File: config.mk
export PLATFORM = sky130hd
export DESIGN_NAME = muldiv_unit
export DESIGN_NICKNAME = d
export VERILOG_FILES = /design/src/rtl/muldiv_pkg.sv /design/src/rtl/muldiv_signfix.sv /design/src/rtl/muldiv_unit.sv
export SDC_FILE = /design/constraint.sdc
export NUM_CORES = 1
export LEC_CHECK = 0
export BUFFER_PORTS_ARGS = -buffer_cell sky130_fd_sc_hd__buf_2
export CAP_MARGIN = 20
export CORE_UTILIZATION = 65
export CTS_BUF_LIST = sky130_fd_sc_hd__clkbuf_16
export DETAILED_ROUTE_END_ITERATION = 7
export GPL_TIMING_DRIVEN = 0
export PLACE_DENSITY = 0.87
export SYNTH_ARGS = -nofsm -noshare
export SYNTH_HDL_FRONTEND = slang
export SYNTH_SLANG_ARGS = --single-unit
File: constraint.sdc
create_clock -name clk -period 14.4 [get_ports clk]
set_input_delay 0.72 -clock clk [delete_from_list [all_inputs] [get_ports clk]]
set_output_delay 0.72 -clock clk [all_outputs]
set_load 0.01 [all_outputs]
File: src/rtl/muldiv_pkg.sv
// muldiv_pkg: shared op encodings, FSM states and latency for the multiply/divide unit
package muldiv_pkg;
  localparam logic [1:0] MD_MULT  = 2'b00;
  localparam logic [1:0] MD_MULTU = 2'b01;
  localparam logic [1:0] MD_DIV   = 2'b10;
  localparam logic [1:0] MD_DIVU  = 2'b11;
  localparam int MD_LATENCY = 33;
  typedef enum logic [1:0] {IDLE, CALC, FIX} md_state_e;
  function automatic logic md_is_signed(input logic [1:0] op);
    return !op[0];
  endfunction
endpackage

File: src/rtl/muldiv_signfix.sv
// muldiv_signfix: conditional two's-complement of two halves, independently or as one double-width value
module muldiv_signfix #(
  parameter int H = 33
) (
  input  logic         joint,
  input  logic         neg_hi,
  input  logic         neg_lo,
  input  logic [H-1:0] x_hi,
  input  logic [H-1:0] x_lo,
  output logic [H-1:0] y_hi,
  output logic [H-1:0] y_lo
);
  logic [2*H-1:0] cat_n;
  assign cat_n = -{x_hi, x_lo};
  assign y_hi = !neg_hi ? x_hi : joint ? cat_n[2*H-1:H] : -x_hi;
  assign y_lo = joint ? (neg_hi ? cat_n[H-1:0] : x_lo) : (neg_lo ? -x_lo : x_lo);
endmodule

File: src/rtl/muldiv_unit.sv
// muldiv_unit: iterative MULT/MULTU/DIV/DIVU with architectural HI/LO registers
module muldiv_unit
  import muldiv_pkg::*;
#(
  parameter int WIDTH = 32,
  parameter int CNT_W = 6
) (
  input  logic             clk,
  input  logic             rst,
  input  logic             start,
  input  logic [1:0]       op,
  input  logic [WIDTH-1:0] rs_val,
  input  logic [WIDTH-1:0] rt_val,
  input  logic             abort,
  input  logic             wr_hi,
  input  logic             wr_lo,
  input  logic [WIDTH-1:0] wdata,
  output logic             busy,
  output logic             done,
  output logic             div0,
  output logic [WIDTH-1:0] hi,
  output logic [WIDTH-1:0] lo
);
  md_state_e state_q, state_d;
  logic [CNT_W-1:0] cnt_q, cnt_d;
  logic [1:0] op_q, op_d;
  logic [WIDTH:0] m_q, m_d;
  logic [2*WIDTH:0] acc_q, acc_d;
  logic sres_q, sres_d, srem_q, srem_d;
  logic [WIDTH-1:0] hi_q, hi_d, lo_q, lo_d;
  logic done_q, done_d, div0_q, div0_d;
  logic sgn, rs_neg, rt_neg, is_div0;
  logic [WIDTH:0] rs_mag, rt_mag, m_sum, d_shift, d_rem;
  logic [WIDTH+1:0] d_diff;
  logic [2*WIDTH:0] step;
  logic [WIDTH-1:0] res_hi, res_lo;
  assign sgn = md_is_signed(op);
  assign rs_neg = sgn & rs_val[WIDTH-1];
  assign rt_neg = sgn & rt_val[WIDTH-1];
  // Operand magnitudes: the extra top bit lets |-2^(WIDTH-1)| be represented exactly
  muldiv_signfix #(.H(WIDTH+1)) u_entry (
    .joint(1'b0), .neg_hi(rs_neg), .neg_lo(rt_neg),
    .x_hi({rs_neg, rs_val}), .x_lo({rt_neg, rt_val}),
    .y_hi(rs_mag), .y_lo(rt_mag)
  );
  // Result sign correction: the product is negated as one double-width value, quotient/remainder separately
  muldiv_signfix #(.H(WIDTH)) u_exit (
    .joint(!op_q[1]), .neg_hi(op_q[1] ? srem_q : sres_q), .neg_lo(sres_q),
    .x_hi(acc_q[2*WIDTH-1:WIDTH]), .x_lo(acc_q[WIDTH-1:0]),
    .y_hi(res_hi), .y_lo(res_lo)
  );
  // acc holds {partial product, multiplier} for multiply and {remainder, dividend/quotient} for divide
  assign m_sum = acc_q[2*WIDTH:WIDTH] + (acc_q[0] ? m_q : '0);
  assign d_shift = {acc_q[2*WIDTH-1:WIDTH], acc_q[WIDTH-1]};
  assign d_diff = {1'b0, d_shift} - {1'b0, m_q};
  assign d_rem = d_diff[WIDTH+1] ? d_shift : d_diff[WIDTH:0];
  assign step = op_q[1] ? {d_rem, acc_q[WIDTH-2:0], !d_diff[WIDTH+1]} : {1'b0, m_sum, acc_q[WIDTH-1:1]};
  assign is_div0 = op_q[1] && (m_q == '0);
  // Next-state: launch from IDLE, iterate in CALC, commit the corrected result in FIX
  always_comb begin
    state_d = state_q;
    cnt_d = cnt_q;
    op_d = op_q;
    m_d = m_q;
    acc_d = acc_q;
    sres_d = sres_q;
    srem_d = srem_q;
    hi_d = hi_q;
    lo_d = lo_q;
    done_d = 1'b0;
    div0_d = 1'b0;
    unique case (state_q)
      IDLE: begin
        hi_d = wr_hi ? wdata : hi_q;
        lo_d = wr_lo ? wdata : lo_q;
        if (start && !abort) begin
          state_d = CALC;
          cnt_d = '0;
          op_d = op;
          m_d = op[1] ? rt_mag : rs_mag;
          acc_d = {{(WIDTH+1){1'b0}}, op[1] ? rs_mag[WIDTH-1:0] : rt_mag[WIDTH-1:0]};
          sres_d = rs_neg ^ rt_neg;
          srem_d = rs_neg;
        end
      end
      CALC: begin
        state_d = abort ? IDLE : (cnt_q == CNT_W'(WIDTH-1)) ? FIX : CALC;
        acc_d = step;
        cnt_d = cnt_q + 1'b1;
      end
      FIX: begin
        state_d = IDLE;
        if (!abort) begin
          done_d = 1'b1;
          div0_d = is_div0;
          hi_d = res_hi;
          lo_d = is_div0 ? '1 : res_lo;
        end
      end
      default: state_d = IDLE;
    endcase
  end
  // State and datapath registers; reset discards any operation in flight
  always_ff @(posedge clk or posedge rst) begin
    if (rst) begin
      state_q <= IDLE;
      cnt_q <= '0;
      op_q <= '0;
      m_q <= '0;
      acc_q <= '0;
      sres_q <= 1'b0;
      srem_q <= 1'b0;
      hi_q <= '0;
      lo_q <= '0;
      done_q <= 1'b0;
      div0_q <= 1'b0;
    end else begin
      state_q <= state_d;
      cnt_q <= cnt_d;
      op_q <= op_d;
      m_q <= m_d;
      acc_q <= acc_d;
      sres_q <= sres_d;
      srem_q <= srem_d;
      hi_q <= hi_d;
      lo_q <= lo_d;
      done_q <= done_d;
      div0_q <= div0_d;
    end
  end
  assign busy = state_q != IDLE;
  assign done = done_q;
  assign div0 = div0_q;
  assign hi = hi_q;
  assign lo = lo_q;
endmodule

==> results.cfg, run 1 <==
[setup_path]
slowest_stage = o21ai_0
worstSetupStartpointType = register
r2r_slack_ps = 9690
cp-end-kind = register
critPathMaxFanout = 10
required_ps = 14740
path_buf_inv = 3
cpLargestDelayFamily = compound AO/OA/AOI/OAI gates
critical_path_class = register to register
rr_startpoint = acc_q[0]
path_cells = clkbuf_1 -> inv_1 -> clkbuf_1 -> nor2_1 -> ha_1 -> o211ai_1 -> o21ai_0 -> o211ai_1 -> a21oi_1 -> o31ai_1 -> a21oi_1 -> mux2_2 -> o31a_1
arrival_ps = 5050
r2r-end = acc_q[62]
cpPeakStageDelay_ps = 640
reg2regPathDepth = 13

[global_route]
grt_first_pass_wirelength_um = 87590
use_met1_pct = 61.67
grtUsageMet3_pct = 10.98
grt_max_degree = 122
grt_overflow = 0
top_usage_layer = met2
antenna_found_initial = 0
grt_pass1_vias = 15704
met2_usage_pct = 74.11
gr-usage-all-layers_pct = 48.11

[sta]
maxSlewViolCount = 0
layout_setup_ws_ps = 9694
relSlewSlack_pct = 24.30
hold_ws_ps = 254.5
setup_viol = 0
skew_ps = 13.88
post-route-min-period_ps = 4706
period_share_pct = 32.68
worst_pin_slew_ps = 1120
hold_viol = 0
tns_ps = 0
max_freq_ghz = 0.2125
rsz0062_at_grt = false

[synthesis]
ys_ff_latch = 175
netlist.area_leader.share_pct = 29.07
ys_types = 72
synth-edff-count = 0
synthArstFlopShare_pct = 100.0
synth_nets = 2075
ys_seq_area_share_pct = 29.07
syn_inst = 1899
yosysWarnings = 0
synth_top_cell_by_area = dfrtp_1
avgSynthCellArea_um2 = 7.933
syn_area_mm2 = 0.01507
yosys-top-cells-area = dfrtp_1, o21ai_0, xnor2_1, ha_1, nand2_1
ys.flop_type = dfrtp_1

[clock_tree]
htreeDepth = 4
clock-root-buffer = clkbuf_16
clk_path_buf_depth = 2
numCtsBuffers = 17
cts_setup_buffers = 0
cts_tree = built
ctsResizeCount = 0
cts_sinks = 175
clk_latency_ps = 460
holdBufCountCts = 0
cts.clk_slew.worst_paths_ps = 90

[floorplan]
start_util_pct = 66.34
die_area_mm2 = 0.02379
dieHeight_um = 154.2
die_x_um = 154.2
rows = 55
pin_count = 171
core_area_mm2 = 0.02271

[finish]
nNetsFinal = 2265
n_antenna_cell = 0
final_common_cell = nand2_1
layoutNonFillerInstCount = 2387
area_growth_pct = 12.46
most-common-layout-cells = nand2_1, o21ai_0, dfrtp_1
fillCellCount = 1813
drive_gt1_share_pct = 10.80

[power_and_ir_drop]
finalPower_mw = 3.157
power.leakage_nw = 7.275
switching_share_pct = 51.09
clkPwrFrac_pct = 16.0
p_sw_mw = 1.613
power_density_mw_per_mm2 = 186.4
pwr-share-seq_pct = 26.4
combPwrFrac_pct = 57.7
p_int_mw = 1.544
vdd_drop_max_mv = 0.1646

[placement]
dp_slack_ps = 10010
gp_congestion = 1.003
place_inst = 2354
hpwl_um = 44600
port_buffers = 169

[detailed_routing]
wl_um = 57300
dr.pass1.iters = 6
ant_nets = 0
remaining_drc_errors = 0
num_vias = 16712
viasPerCell = 7.001
drt_iter0_drc = 2217
wl_per_cell_um = 24.00

[status]
outcome = finished clean

[hold_path]
min_path_type = input pin to async pin

[flow_run]
maxCapViolCount = 0
power groups by stage:
stage	clock network [mW]	logic (mW)	registers (mW)
2_1_floorplan	0	1.27	0.756
3_3_place_gp	0	1.70	0.813
3_5_place_dp	0	1.74	0.822
4_1_cts	0.494	1.75	0.813
5_1_grt	0.514	1.96	0.837
6_report	0.504	1.82	0.832
final cells by class:
type / instances / area (µm²) / area share [%]
inverter: 70 / 270.3 / 1.595
tap: 285 / 356.6 / 2.105
timing repair buffer: 171 / 880.8 / 5.199
sequential: 175 / 4379 / 25.85
clock buffer: 17 / 425.4 / 2.511
multi-input combinational: 1531 / 9958 / 58.78
clock inverter: 15 / 206.4 / 1.219
buffer: 123 / 465.4 / 2.747
flip-flops by register name, indices dropped and copies added, names as in the netlist:
register,flops
acc_q,65
m_q,33
hi,32
lo,32
cnt_q,6
state_q,2
div0,1
done,1
op_q,1
srem_q,1
sres_q,1
metrics by stage:
step	instance area [µm²]	utilization (%)
finish	16940	74.61
global placement	16270	71.64
floorplan	15070	-
CTS	16940	74.57
detailed placement	16300	71.79
global route	16940	74.61
layer usage:
layer,up-vias,wire length (µm)
li1,7360,-
met1,7810,21360
met2,1251,24770
met3,291,7222
met4,0,3949
met5,-,0
synth_stat cells (all sizes together), types with 26 or more instances:
| cell | number |
|---|---|
| nor3 | 37 |
| nand2 | 208 |
| xnor2 | 101 |
| xor2 | 72 |
| nor4 | 27 |
| inv | 69 |
| mux2i | 61 |
| o31ai | 39 |
| dfrtp | 175 |
| o21ai | 184 |
| o211ai | 36 |
| o22ai | 27 |
| nor2 | 148 |
| a211oi | 26 |
| nand3 | 50 |
| a21oi | 130 |
| clkbuf | 111 |
| ha | 70 |
| o221ai | 27 |
worst max path at each step:
stage / startpoint / endpoint / slack, ps / depth (start not counted)
finish: acc_q[0] / acc_q[62] / 9690 / 13
detailed placement: acc_q[0] / acc_q[62] / 10010 / 13
global placement: rst / m_q[25] / 6940 / 2
floorplan: rst / acc_q[0] / 8930 / 1
global route: acc_q[0] / acc_q[62] / 9650 / 13
CTS: acc_q[0] / acc_q[62] / 9960 / 13
cell families (layout without fill, tap and decap cells):
family / Yosys count / in the layout / synth area share [%]
flops: 175 / 175 / 29.07
fa+ha+maj: 72 / 72 / 6.079
xor+xnor: 173 / 173 / 10.06
compound gates: 631 / 631 / 27.14
simple gates: 591 / 591 / 18.54
buf+inv: 193 / 396 / 4.833
mux: 64 / 64 / 4.277
(Power assumes the default switching activity.)
==> inputs of run 2 (changes only) <==
- CORE_UTILIZATION: 65 -> 55
- PLACE_DENSITY: 0.87 -> 0.79
- clock period: 14.4 -> 4.1 ns (I/O delays scaled with it)
==> results.cfg, run 2 (same netlist as run 1, synthesis figures left out) <==
[status]
outcome = finished clean

[finish]
final_common_cell = nand2_1
drive_gt1_share_pct = 11.44
area_growth_pct = 13.70
max_flop_register = acc_q
fillCellCount = 2444
nNetsFinal = 2269
final-seq-area_mm2 = 0.004379
largest_register_ffs = 65
top_regs = acc_q (65), m_q (33)
multi_input_area_mm2 = 0.009996
most-common-layout-cells = nand2_1, o21ai_0, dfrtp_1
n_antenna_cell = 0
layoutNonFillerInstCount = 2447

[detailed_routing]
wl_um = 59410
drt_iter0_drc = 1811
num_vias = 16510
dr.pass1.iters = 8
wl_per_cell_um = 24.28
ant_nets = 0
viasPerCell = 6.747
remaining_drc_errors = 0

[global_route]
gr-usage-all-layers_pct = 42.00
grt_first_pass_wirelength_um = 89640
grt_overflow = 0
antenna_found_initial = 0
grt_pass1_vias = 15186
grt_max_degree = 43

[placement]
hpwl_um = 46890
port_buffers = 169
place_inst = 2414
dp_slack_ps = -199.7
gp_congestion = 0.9881

[setup_path]
r2r-end = acc_q[37]
path_cells = inv_1 -> ha_1 -> clkbuf_1 -> a21o_1 -> a31o_2 -> a211oi_2 -> a2111oi_0 -> nor2_1 -> clkbuf_1 -> nand3_1 -> a311oi_1 -> a31o_2
rr_startpoint = m_q[6]
reg2regPathDepth = 12
cpPeakStageDelay_ps = 600
r2r_slack_ps = 110
required_ps = 4490
worstSetupStartpointType = register
slowest_stage = clkbuf_1
arrival_ps = 4380
cp-end-kind = register
critical_path_class = register to register
critPathMaxFanout = 10

[sta]
setup_viol = 0
max_freq_ghz = 0.2508
maxSlewViolCount = 0
hold_ws_ps = 21.21
relSlewSlack_pct = 30.85
skew_ps = 19.34
rsz0062_at_grt = false
tns_ps = 0
post-route-min-period_ps = 3987
period_share_pct = 97.24
layout_setup_ws_ps = 113.1
worst_pin_slew_ps = 1023
hold_viol = 0

[floorplan]
die_x_um = 167.5
rows = 60
dieHeight_um = 167.5
start_util_pct = 56.06
pin_count = 171
core_area_mm2 = 0.02688
die_area_mm2 = 0.02806

[clock_tree]
htreeDepth = 4
numCtsBuffers = 17
cts.clk_slew.worst_paths_ps = 80
clk_path_buf_depth = 2
cts_sinks = 175
clk_latency_ps = 460
clock-root-buffer = clkbuf_16
cts_tree = built

[hold_path]
min_path_type = input pin to register
min_path_cells = 2
hold_end = state_q[1]
min_from = abort

[power_and_ir_drop]
power_density_mw_per_mm2 = 654.9
finalPower_mw = 11.22
vdd_drop_max_mv = 0.4915
power.leakage_nw = 7.315

[flow_run]
maxCapViolCount = 0
## run 2: changes by cell type in the layout (fill, tap and decap cells not counted), sizes merged
| cell | previous run | this run |
|---|---|---|
| clkbuf | 129 | 128 |
| clkinv | 8 | 9 |
| buf | 182 | 186 |
| clkinvlp | 0 | 1 |
| dlygate4sd3 | 0 | 1 |
| inv | 77 | 75 |
## run 2: report_power, final
group	total (mW)	internal (mW)	switching [mW]
Combinational	6.47	2.43	4.04
Sequential	2.94	2.17	0.769
Clock	1.81	0.858	0.952
## run 2: stage by stage
| stage | utilization [%] | instance area [µm²] |
|---|---|---|
| finish | 63.74 | 17130 |
| global route | 63.74 | 17130 |
| CTS | 63.60 | 17090 |
| detailed placement | 61.12 | 16430 |
| global placement | 60.81 | 16340 |
| floorplan | - | 15070 |
## run 2: critical path, delay by kind of cell, from the launching register on
family	cells	cell delay [ps]
buffers and inverters	3	970
flip-flops	1	380
AND/OR/NAND/NOR	2	610
adder cells (fa/ha/maj)	1	260
AO/OA/AOI/OAI	6	1710
## run 2: final cells by class
| type | instances | area share (%) |
|---|---|---|
| plain buffers | 122 | 2.732 |
| clock buffers | 17 | 2.483 |
| clock inverters | 15 | 1.286 |
| inverters | 70 | 1.556 |
| multi-input cells | 1531 | 58.35 |
| flip-flops and latches | 175 | 25.56 |
| well taps | 341 | 2.491 |
| repair buffers | 176 | 5.536 |
## run 2: per-layer routing
metal	wire (µm)	global-route usage (%)	vias up
met4	3020	21.62	0
met1	24590	57.24	7942
met3	6274	7.492	163
met5	0	0	-
met2	25530	63.82	1017
li1	-	-	7388
## run 2: worst max path at each step
| stage | start | to | slack [ps] |
|---|---|---|---|
| 2_1_floorplan | acc_q[0] | acc_q[63] | 880 |
| 3_3_place_gp | m_q[6] | acc_q[43] | -230 |
| 3_5_place_dp | m_q[6] | acc_q[43] | -200 |
| 4_1_cts | acc_q[0] | acc_q[63] | 50 |
| 5_1_grt | m_q[6] | acc_q[37] | 20 |
| 6_report | m_q[6] | acc_q[37] | 110 |
## run 2: what timing repair did
item | CTS | global route
hold buffers | 1 | 0
gates resized for setup | 6 | 9
endpoints found under the setup margin | 15 | 27
setup buffers | 0 | 1
endpoints found under the hold margin | 24 | 0
pin swaps | 0 | 1
cloned | 0 | 0
